`config.mk`:
```
export PLATFORM = sky130hd
export DESIGN_NAME = baud_gen_frac
export DESIGN_NICKNAME = d
export VERILOG_FILES = /design/src/rtl/uart_pkg.sv /design/src/rtl/baud_autobaud.sv /design/src/rtl/baud_gen_frac.sv
export SDC_FILE = /design/constraint.sdc
export NUM_CORES = 1
export LEC_CHECK = 0
export BUFFER_PORTS_ARGS = -buffer_cell sky130_fd_sc_hd__buf_2
export CAP_MARGIN = 10
export CELL_PAD_IN_SITES_DETAIL_PLACEMENT = 1
export CELL_PAD_IN_SITES_GLOBAL_PLACEMENT = 2
export CORE_MARGIN = 5
export CORE_UTILIZATION = 45
export CTS_BUF_LIST = sky130_fd_sc_hd__clkbuf_4 sky130_fd_sc_hd__clkbuf_8
export DETAILED_ROUTE_END_ITERATION = 8
export PLACE_DENSITY = 0.89
export SLEW_MARGIN = 5
export SYNTH_ARGS = -nofsm -noshare
export SYNTH_HDL_FRONTEND = slang
export SYNTH_SLANG_ARGS = --single-unit
```
`constraint.sdc`:
```
create_clock -name clk -period 12.3 [get_ports clk]
set_clock_uncertainty 0.05 [all_clocks]
set_input_delay 1.845 -clock clk [delete_from_list [all_inputs] [get_ports clk]]
set_output_delay 1.845 -clock clk [all_outputs]
set_load 0.005 [all_outputs]
```
`src/rtl/uart_pkg.sv`:
```
// Shared UART definitions: default divisor widths, the minimum usable
// integer divisor and the auto-baud measurement state encoding.
package uart_pkg;

  localparam int DIV_W_DEF    = 16;
  localparam int FRAC_W_DEF   = 8;
  localparam int BAUD_MIN_DIV = 2;

  typedef enum logic [1:0] {
    ABD_IDLE      = 2'd0,
    ABD_WAIT_FALL = 2'd1,
    ABD_MEASURE   = 2'd2,
    ABD_LOAD      = 2'd3
  } abd_state_t;

endpackage

```
`src/rtl/baud_autobaud.sv`:
```
// Auto-baud measurement: times the low pulse on rxd (one start bit with a
// 0x55-style pattern, or a break-free low bit) in clk cycles and converts the
// count into an integer/fractional oversample divisor for the shadow register.
module baud_autobaud
  import uart_pkg::*;
#(
  parameter int DIV_W  = DIV_W_DEF,
  parameter int FRAC_W = FRAC_W_DEF,
  parameter int OVS    = 16
) (
  input  logic              clk,
  input  logic              reset,
  input  logic              start,
  input  logic              rxd,
  output logic              ld,
  output logic [DIV_W-1:0]  ld_div,
  output logic [FRAC_W-1:0] ld_frac,
  output logic              busy,
  output logic              err
);

  localparam int OS_W = $clog2(OVS);
  localparam int M_W  = DIV_W + OS_W;
  // Last count value from which one more increment would hit the ceiling.
  localparam logic [M_W-1:0] M_LAST = {{(M_W-1){1'b1}}, 1'b0};

  abd_state_t     state_reg, state_next;
  logic [M_W-1:0] m_reg, m_next;
  logic           err_reg, err_next;
  logic           rxd_prev_reg;

  // State, measurement count, sticky error and the rxd history for edge detect.
  always_ff @(posedge clk or posedge reset) begin
    if (reset) begin
      state_reg    <= ABD_IDLE;
      m_reg        <= '0;
      err_reg      <= 1'b0;
      rxd_prev_reg <= 1'b1;
    end else begin
      state_reg    <= state_next;
      m_reg        <= m_next;
      err_reg      <= err_next;
      rxd_prev_reg <= rxd;
    end
  end

  // Next-state logic; a new start always restarts the measurement.
  always_comb begin
    state_next = state_reg;
    m_next     = m_reg;
    err_next   = err_reg;
    ld         = 1'b0;
    if (start) begin
      state_next = ABD_WAIT_FALL;
      err_next   = 1'b0;
      m_next     = '0;
    end else begin
      case (state_reg)
        ABD_IDLE: begin
          state_next = ABD_IDLE;
        end
        ABD_WAIT_FALL: begin
          // The falling-edge cycle is the first low cycle of the pulse.
          if (rxd_prev_reg && !rxd) begin
            state_next = ABD_MEASURE;
            m_next     = {{(M_W-1){1'b0}}, 1'b1};
          end
        end
        ABD_MEASURE: begin
          if (rxd) begin
            state_next = ABD_LOAD;
          end else if (m_reg == M_LAST) begin
            err_next   = 1'b1;
            state_next = ABD_IDLE;
          end else begin
            m_next = m_reg + 1'b1;
          end
        end
        ABD_LOAD: begin
          ld         = 1'b1;
          state_next = ABD_IDLE;
        end
        default: state_next = ABD_IDLE;
      endcase
    end
  end

  assign busy   = (state_reg != ABD_IDLE);
  assign err    = err_reg;
  assign ld_div = m_reg[M_W-1:OS_W];

  // Remainder of M/OVS rescaled from 1/OVS units to 1/2^FRAC_W units.
  generate
    if (FRAC_W > OS_W) begin : g_frac_up
      assign ld_frac = {m_reg[OS_W-1:0], {(FRAC_W-OS_W){1'b0}}};
    end else if (FRAC_W == OS_W) begin : g_frac_eq
      assign ld_frac = m_reg[OS_W-1:0];
    end else begin : g_frac_dn
      assign ld_frac = m_reg[OS_W-1 -: FRAC_W];
    end
  endgenerate

endmodule

```
`src/rtl/baud_gen_frac.sv`:
```
// Fractional baud-rate generator: oversample, mid-bit and bit ticks from a
// runtime integer+fractional divisor, with receiver phase resync and
// bit-aligned divisor updates through a shadow register.
// Optional auto-baud measurement is built when BAUD_GEN_AUTOBAUD_EN is defined.
module baud_gen_frac
  import uart_pkg::*;
#(
  parameter int DIV_W        = DIV_W_DEF,
  parameter int FRAC_W       = FRAC_W_DEF,
  parameter int OVS          = 16,
  parameter int DEFAULT_DIV  = 27,
  parameter int DEFAULT_FRAC = 0
) (
  input  logic              clk,
  input  logic              reset,
  input  logic              enable,
  input  logic              sync,
  input  logic              cfg_wr,
  input  logic [DIV_W-1:0]  cfg_div,
  input  logic [FRAC_W-1:0] cfg_frac,
  output logic              cfg_busy,
  output logic              tick_os,
  output logic              tick_mid,
  output logic              tick_bit,
  input  logic              abd_start,
  input  logic              rxd,
  output logic              abd_busy,
  output logic              abd_err
);

  localparam int OS_W = $clog2(OVS);

  logic [DIV_W-1:0]  div_reg, shadow_div_reg;
  logic [FRAC_W-1:0] frac_reg, shadow_frac_reg;
  logic              cfg_busy_reg;
  logic [DIV_W:0]    cnt_reg;
  logic [OS_W-1:0]   os_cnt_reg;
  logic [FRAC_W-1:0] acc_reg;
  logic              extra_reg;

  logic [DIV_W:0]    div_eff;
  logic [DIV_W:0]    period_last;
  logic [FRAC_W:0]   acc_sum;
  logic              apply;
  logic              wr_req;
  logic [DIV_W-1:0]  wr_div;
  logic [FRAC_W-1:0] wr_frac;

  logic              abd_ld;
  logic [DIV_W-1:0]  abd_div;
  logic [FRAC_W-1:0] abd_frac;

  // Divisors below the minimum would make a tick every cycle or never.
  assign div_eff     = (div_reg < DIV_W'(BAUD_MIN_DIV)) ? (DIV_W+1)'(BAUD_MIN_DIV)
                                                        : {1'b0, div_reg};
  assign period_last = extra_reg ? div_eff : (div_eff - 1'b1);
  assign acc_sum     = {1'b0, acc_reg} + {1'b0, frac_reg};

  // ">=" rather than "==" so a divisor shrunk while disabled cannot strand cnt.
  assign tick_os  = enable && !sync && (cnt_reg >= period_last);
  assign tick_bit = tick_os && (os_cnt_reg == OS_W'(OVS-1));
  assign tick_mid = tick_os && (os_cnt_reg == OS_W'(OVS/2-1));
  assign cfg_busy = cfg_busy_reg;

  // Phase counters and the fractional accumulator; sync zeroes the phase.
  always_ff @(posedge clk or posedge reset) begin
    if (reset) begin
      cnt_reg    <= '0;
      os_cnt_reg <= '0;
      acc_reg    <= '0;
      extra_reg  <= 1'b0;
    end else if (sync) begin
      cnt_reg    <= '0;
      os_cnt_reg <= '0;
      acc_reg    <= '0;
      extra_reg  <= 1'b0;
    end else if (tick_os) begin
      cnt_reg    <= '0;
      os_cnt_reg <= os_cnt_reg + 1'b1;
      acc_reg    <= acc_sum[FRAC_W-1:0];
      extra_reg  <= acc_sum[FRAC_W];
    end else if (enable) begin
      cnt_reg <= cnt_reg + 1'b1;
    end
  end

  // A bus write beats an auto-baud load arriving in the same cycle.
  assign wr_req  = cfg_wr || abd_ld;
  assign wr_div  = cfg_wr ? cfg_div  : abd_div;
  assign wr_frac = cfg_wr ? cfg_frac : abd_frac;

  // Apply only at a bit boundary (or while stopped); a fresh write keeps the
  // newest value pending instead of letting the older one through.
  assign apply = cfg_busy_reg && (tick_bit || !enable) && !wr_req;

  // Shadow and active divisor registers.
  always_ff @(posedge clk or posedge reset) begin
    if (reset) begin
      div_reg         <= DIV_W'(DEFAULT_DIV);
      frac_reg        <= FRAC_W'(DEFAULT_FRAC);
      shadow_div_reg  <= DIV_W'(DEFAULT_DIV);
      shadow_frac_reg <= FRAC_W'(DEFAULT_FRAC);
      cfg_busy_reg    <= 1'b0;
    end else if (wr_req) begin
      shadow_div_reg  <= wr_div;
      shadow_frac_reg <= wr_frac;
      cfg_busy_reg    <= 1'b1;
    end else if (apply) begin
      div_reg      <= shadow_div_reg;
      frac_reg     <= shadow_frac_reg;
      cfg_busy_reg <= 1'b0;
    end
  end

`ifdef BAUD_GEN_AUTOBAUD_EN
  baud_autobaud #(
    .DIV_W  (DIV_W),
    .FRAC_W (FRAC_W),
    .OVS    (OVS)
  ) u_autobaud (
    .clk     (clk),
    .reset   (reset),
    .start   (abd_start),
    .rxd     (rxd),
    .ld      (abd_ld),
    .ld_div  (abd_div),
    .ld_frac (abd_frac),
    .busy    (abd_busy),
    .err     (abd_err)
  );
`else
  logic unused_abd;
  assign unused_abd = ^{abd_start, rxd};
  assign abd_ld     = 1'b0;
  assign abd_div    = '0;
  assign abd_frac   = '0;
  assign abd_busy   = 1'b0;
  assign abd_err    = 1'b0;
`endif

endmodule

```
==> flow_summary_export.csv <==
group,metric,value,unit
global_route,grt_pass1_vias,3223,
clock_tree,post_cts_resized,0,
floorplan,die_h,107.6,µm
cells_and_area,drive_gt1_share,27.47,%
status,status,"finished, final reports clean",
detailed_routing,drc_errors,0,
timing,setup_viol,0,
cells_and_area,n_fill_cell,1031,
synthesis,synthFlopType,"dfrtp_1",
timing,drv_slew,0,
cells_and_area,num_antenna_cells,0,
detailed_routing,via_count,2952,
synthesis,netlist_area,4288,µm²
timing,hold_viol_final,0,
pwr,switching_share,27.69,%
synthesis,post_synth.cell_area_avg,11.25,µm²
detailed_routing,wl,9120,µm
pwr,leakage,2.031,nW
timing,slew_headroom,32.72,%
worst_setup_path,endpoint_kind,"output pin",
pwr,power_density,144.3,nW/µm²
pwr,irDropWorstVdd,73.55,µV
place,dp_hpwl,6457,µm
timing,totalNegativeSetupSlack,0,ns
timing,fmax,134.5,MHz
synthesis,syn_inst,381,
pwr,pwr-share-comb,17.8,%
clock_tree,ctsHoldBuffers,0,
detailed_routing,via_per_inst,5.426,
synthesis,ys_seq_area_share,46.34,%
floorplan,ioPinCount,37,
global_route,grt_max_degree,80,
worst_setup_path,cp.required,10.40,ns
clock_tree,cts_buffer_depth,2,
global_route,groute.usage.overall,17.35,%
floorplan,rows,35,
synthesis,netlist-cell-type-count,50,
floorplan,fp.dieArea,11580,µm²
worst_setup_path,arrival,5.54,ns
global_route,antenna_found_initial,0,
timing,worst_slew_pin_slew,1.009,ns
floorplan,start_util,46.19,%
pwr,p_total,0.6894,mW
worst_setup_path,critPathKind,"flip-flop to output pin",
detailed_routing,ant_nets,0,
global_route,grt_overflow,0,
clock_tree,cts_num_sinks,79,
pwr,p_switching,0.1909,mW
cells_and_area,nets,470,
timing,finalCritPeriodShare,60.44,%
pwr,internal_power,0.4985,mW
global_route,use_met1,22.05,%
detailed_routing,wl_per_cell,16.76,µm
global_route,gr-max-usage-layer,"met2",
synthesis,synth_edf_count,0,
timing,post-route-min-period,7.434,ns
synthesis,ys_warn_count,0,
clock_tree,post_cts.repair.setup_buffers,0,
synthesis,ys_ff_latch,79,
place,routabilityCongestion,0.8141,
cells_and_area,syn_to_final_growth,11.41,%
worst_setup_path,critPathLaunchType,"flip-flop",
place,io_buffers,32,
synthesis,async_reset_ff_share,100.0,%
min_path,holdCritPathClass,"flip-flop to flip-flop",
worst_setup_path,critical_path.max_fanout,28,
detailed_routing,drt_pre_antenna_iters,4,
pwr,clock_power_share,35.3,%
timing,rsz0062_at_grt,"no",
global_route,grt_use_met2,29.26,%
flow_run,maxCapViolations,0,
clock_tree,clkLatencyLatePin,0.36,ns
pwr,seqPwrFrac,46.9,%
clock_tree,clockRootBuffer,"clkbuf_8",
cells_and_area,largest_reg_flops,17,
clock_tree,clkTransAtPathRegs,0.08,ns
detailed_routing,drt-initial-drc-count,99,
clock_tree,cts_buffers,9,
floorplan,coreArea,9284,µm²
global_route,grt_use_met3,4.019,%
clock_tree,cts_tree,"built",
global_route,grt_first_pass_wirelength,15970,µm
clock_tree,htreeDepth,3,
floorplan,die_x,107.6,µm
through the flow:
stage          worst slack [ns]  cell area [µm²]  utilization (%)  cells  hold slack (ns)
6_report                  4.866             4777            51.46    544           0.4581
5_1_grt                   4.388             4777            51.46    544           0.4825
4_1_cts                   4.820             4777            51.46    544           0.4622
3_5_place_dp              5.251             4523            48.72    528           0.4387
3_3_place_gp              5.436             4523            48.72    528           0.4350
2_1_floorplan             6.650             4292                -    382           0.4250
layer usage:
layer	part of all wire, %	vias up	wire (µm)
li1	-	1418	-
met5	0	-	0
met4	2.2	0	202
met1	45	1484	4127
met2	50	37	4567
met3	2.4	13	222
cells by family (layout without fill, tap and decap cells):
family | after synthesis | count (layout) | synth area share, %
AO/OA/AOI/OAI | 42 | 42 | 6.887
XOR/XNOR | 33 | 33 | 6.741
adder cells (fa/ha/maj) | 29 | 29 | 8.637
buffers and inverters | 24 | 57 | 3.181
flip-flops | 79 | 79 | 46.34
multiplexers | 57 | 57 | 14.77
other | 1 | 2 | 0.08746
AND/OR/NAND/NOR | 116 | 116 | 13.36
worst paths after layout:
kind / from / to / slack, ns / cells past startpoint
setup / recovery: div_reg[8]$_DFFE_PP0P_ / tick_mid / 4.87 / 19
hold / removal: shadow_frac_reg[4]$_DFFE_PP0P_ / shadow_frac_reg[4]$_DFFE_PP0P_ / 0.46 / 1
setup reg to reg: div_reg[8]$_DFFE_PP0P_ / div_reg[7]$_DFFE_PP0P_ / 6.50 / 17
hold reg to reg: shadow_frac_reg[4]$_DFFE_PP0P_ / shadow_frac_reg[4]$_DFFE_PP0P_ / 0.46 / 1
max in group asynchronous: reset / shadow_div_reg[6]$_DFFE_PP0P_ / 9.81 / 3
min in group asynchronous: reset / frac_reg[2]$_DFFE_PP0P_ / 1.75 / 3
layout by cell type, fill, tap and decap left out, types with 3 or more instances in the layout:
master	instances
a211oi_1	4
a21oi_1	11
and4_1	3
buf_2	32
bufinv_16	3
clkbuf_8	10
dfrtp_1	71
dfstp_2	8
ha_1	28
inv_1	6
mux2_2	50
mux2i_1	7
nand2_1	23
nand3_1	11
nand4_1	3
nor2_1	30
nor2b_1	3
nor3_1	23
nor4_1	5
o211ai_1	3
o21ai_0	8
o21bai_1	3
or3_1	3
xnor2_1	19
xor2_1	14
area by class of cell:
type	count	area [µm²]	share of cell area [%]
sequential	79	1987	41.59
multi-input combinational	279	2172	45.47
clock inverter	6	116.4	2.436
clock buffer	10	137.6	2.881
tap	129	161.4	3.379
inverter	7	27.53	0.5762
timing repair buffer	34	175.2	3.667
synth_stat cells, types with 8 or more instances:
master / instances / area share, %
nor3_1: 23 / 2.7
nor2_1: 30 / 2.6
ha_1: 28 / 8.2
nand3_1: 11 / 1.3
dfstp_2: 8 / 4.9
xnor2_1: 19 / 3.9
mux2_2: 50 / 13
nand2_1: 23 / 2.0
xor2_1: 14 / 2.9
o21ai_0: 8 / 0.93
a21oi_1: 12 / 1.4
dfrtp_1: 71 / 41
critical path, cell delays in order (launching register included):
cell and delay (ns):
dfrtp_1 0.48, nor4_1 0.54, and4_1 0.35, nand2b_1 0.17, ha_1 0.14, nor2b_1 0.19
nor3b_1 0.45, nand2_1 0.25, nor2_1 0.29, nand2_1 0.11, xor2_1 0.16, ha_1 0.33
nand4_1 0.11, nor3_1 0.29, o211ai_1 0.25, a21oi_2 0.17, buf_4 0.35, nand2_1 0.14
nor3b_1 0.25, buf_2 0.15
power groups by stage:
stage | Sequential (mW) | Combinational [mW] | Clock, mW
6_report | 0.323 | 0.123 | 0.243
3_3_place_gp | 0.327 | 0.115 | 0
3_5_place_dp | 0.329 | 0.123 | 0
5_1_grt | 0.329 | 0.141 | 0.262
4_1_cts | 0.324 | 0.125 | 0.250
2_1_floorplan | 0.319 | 0.0976 | 0
Note: power is estimated with default switching activity, not from simulation.
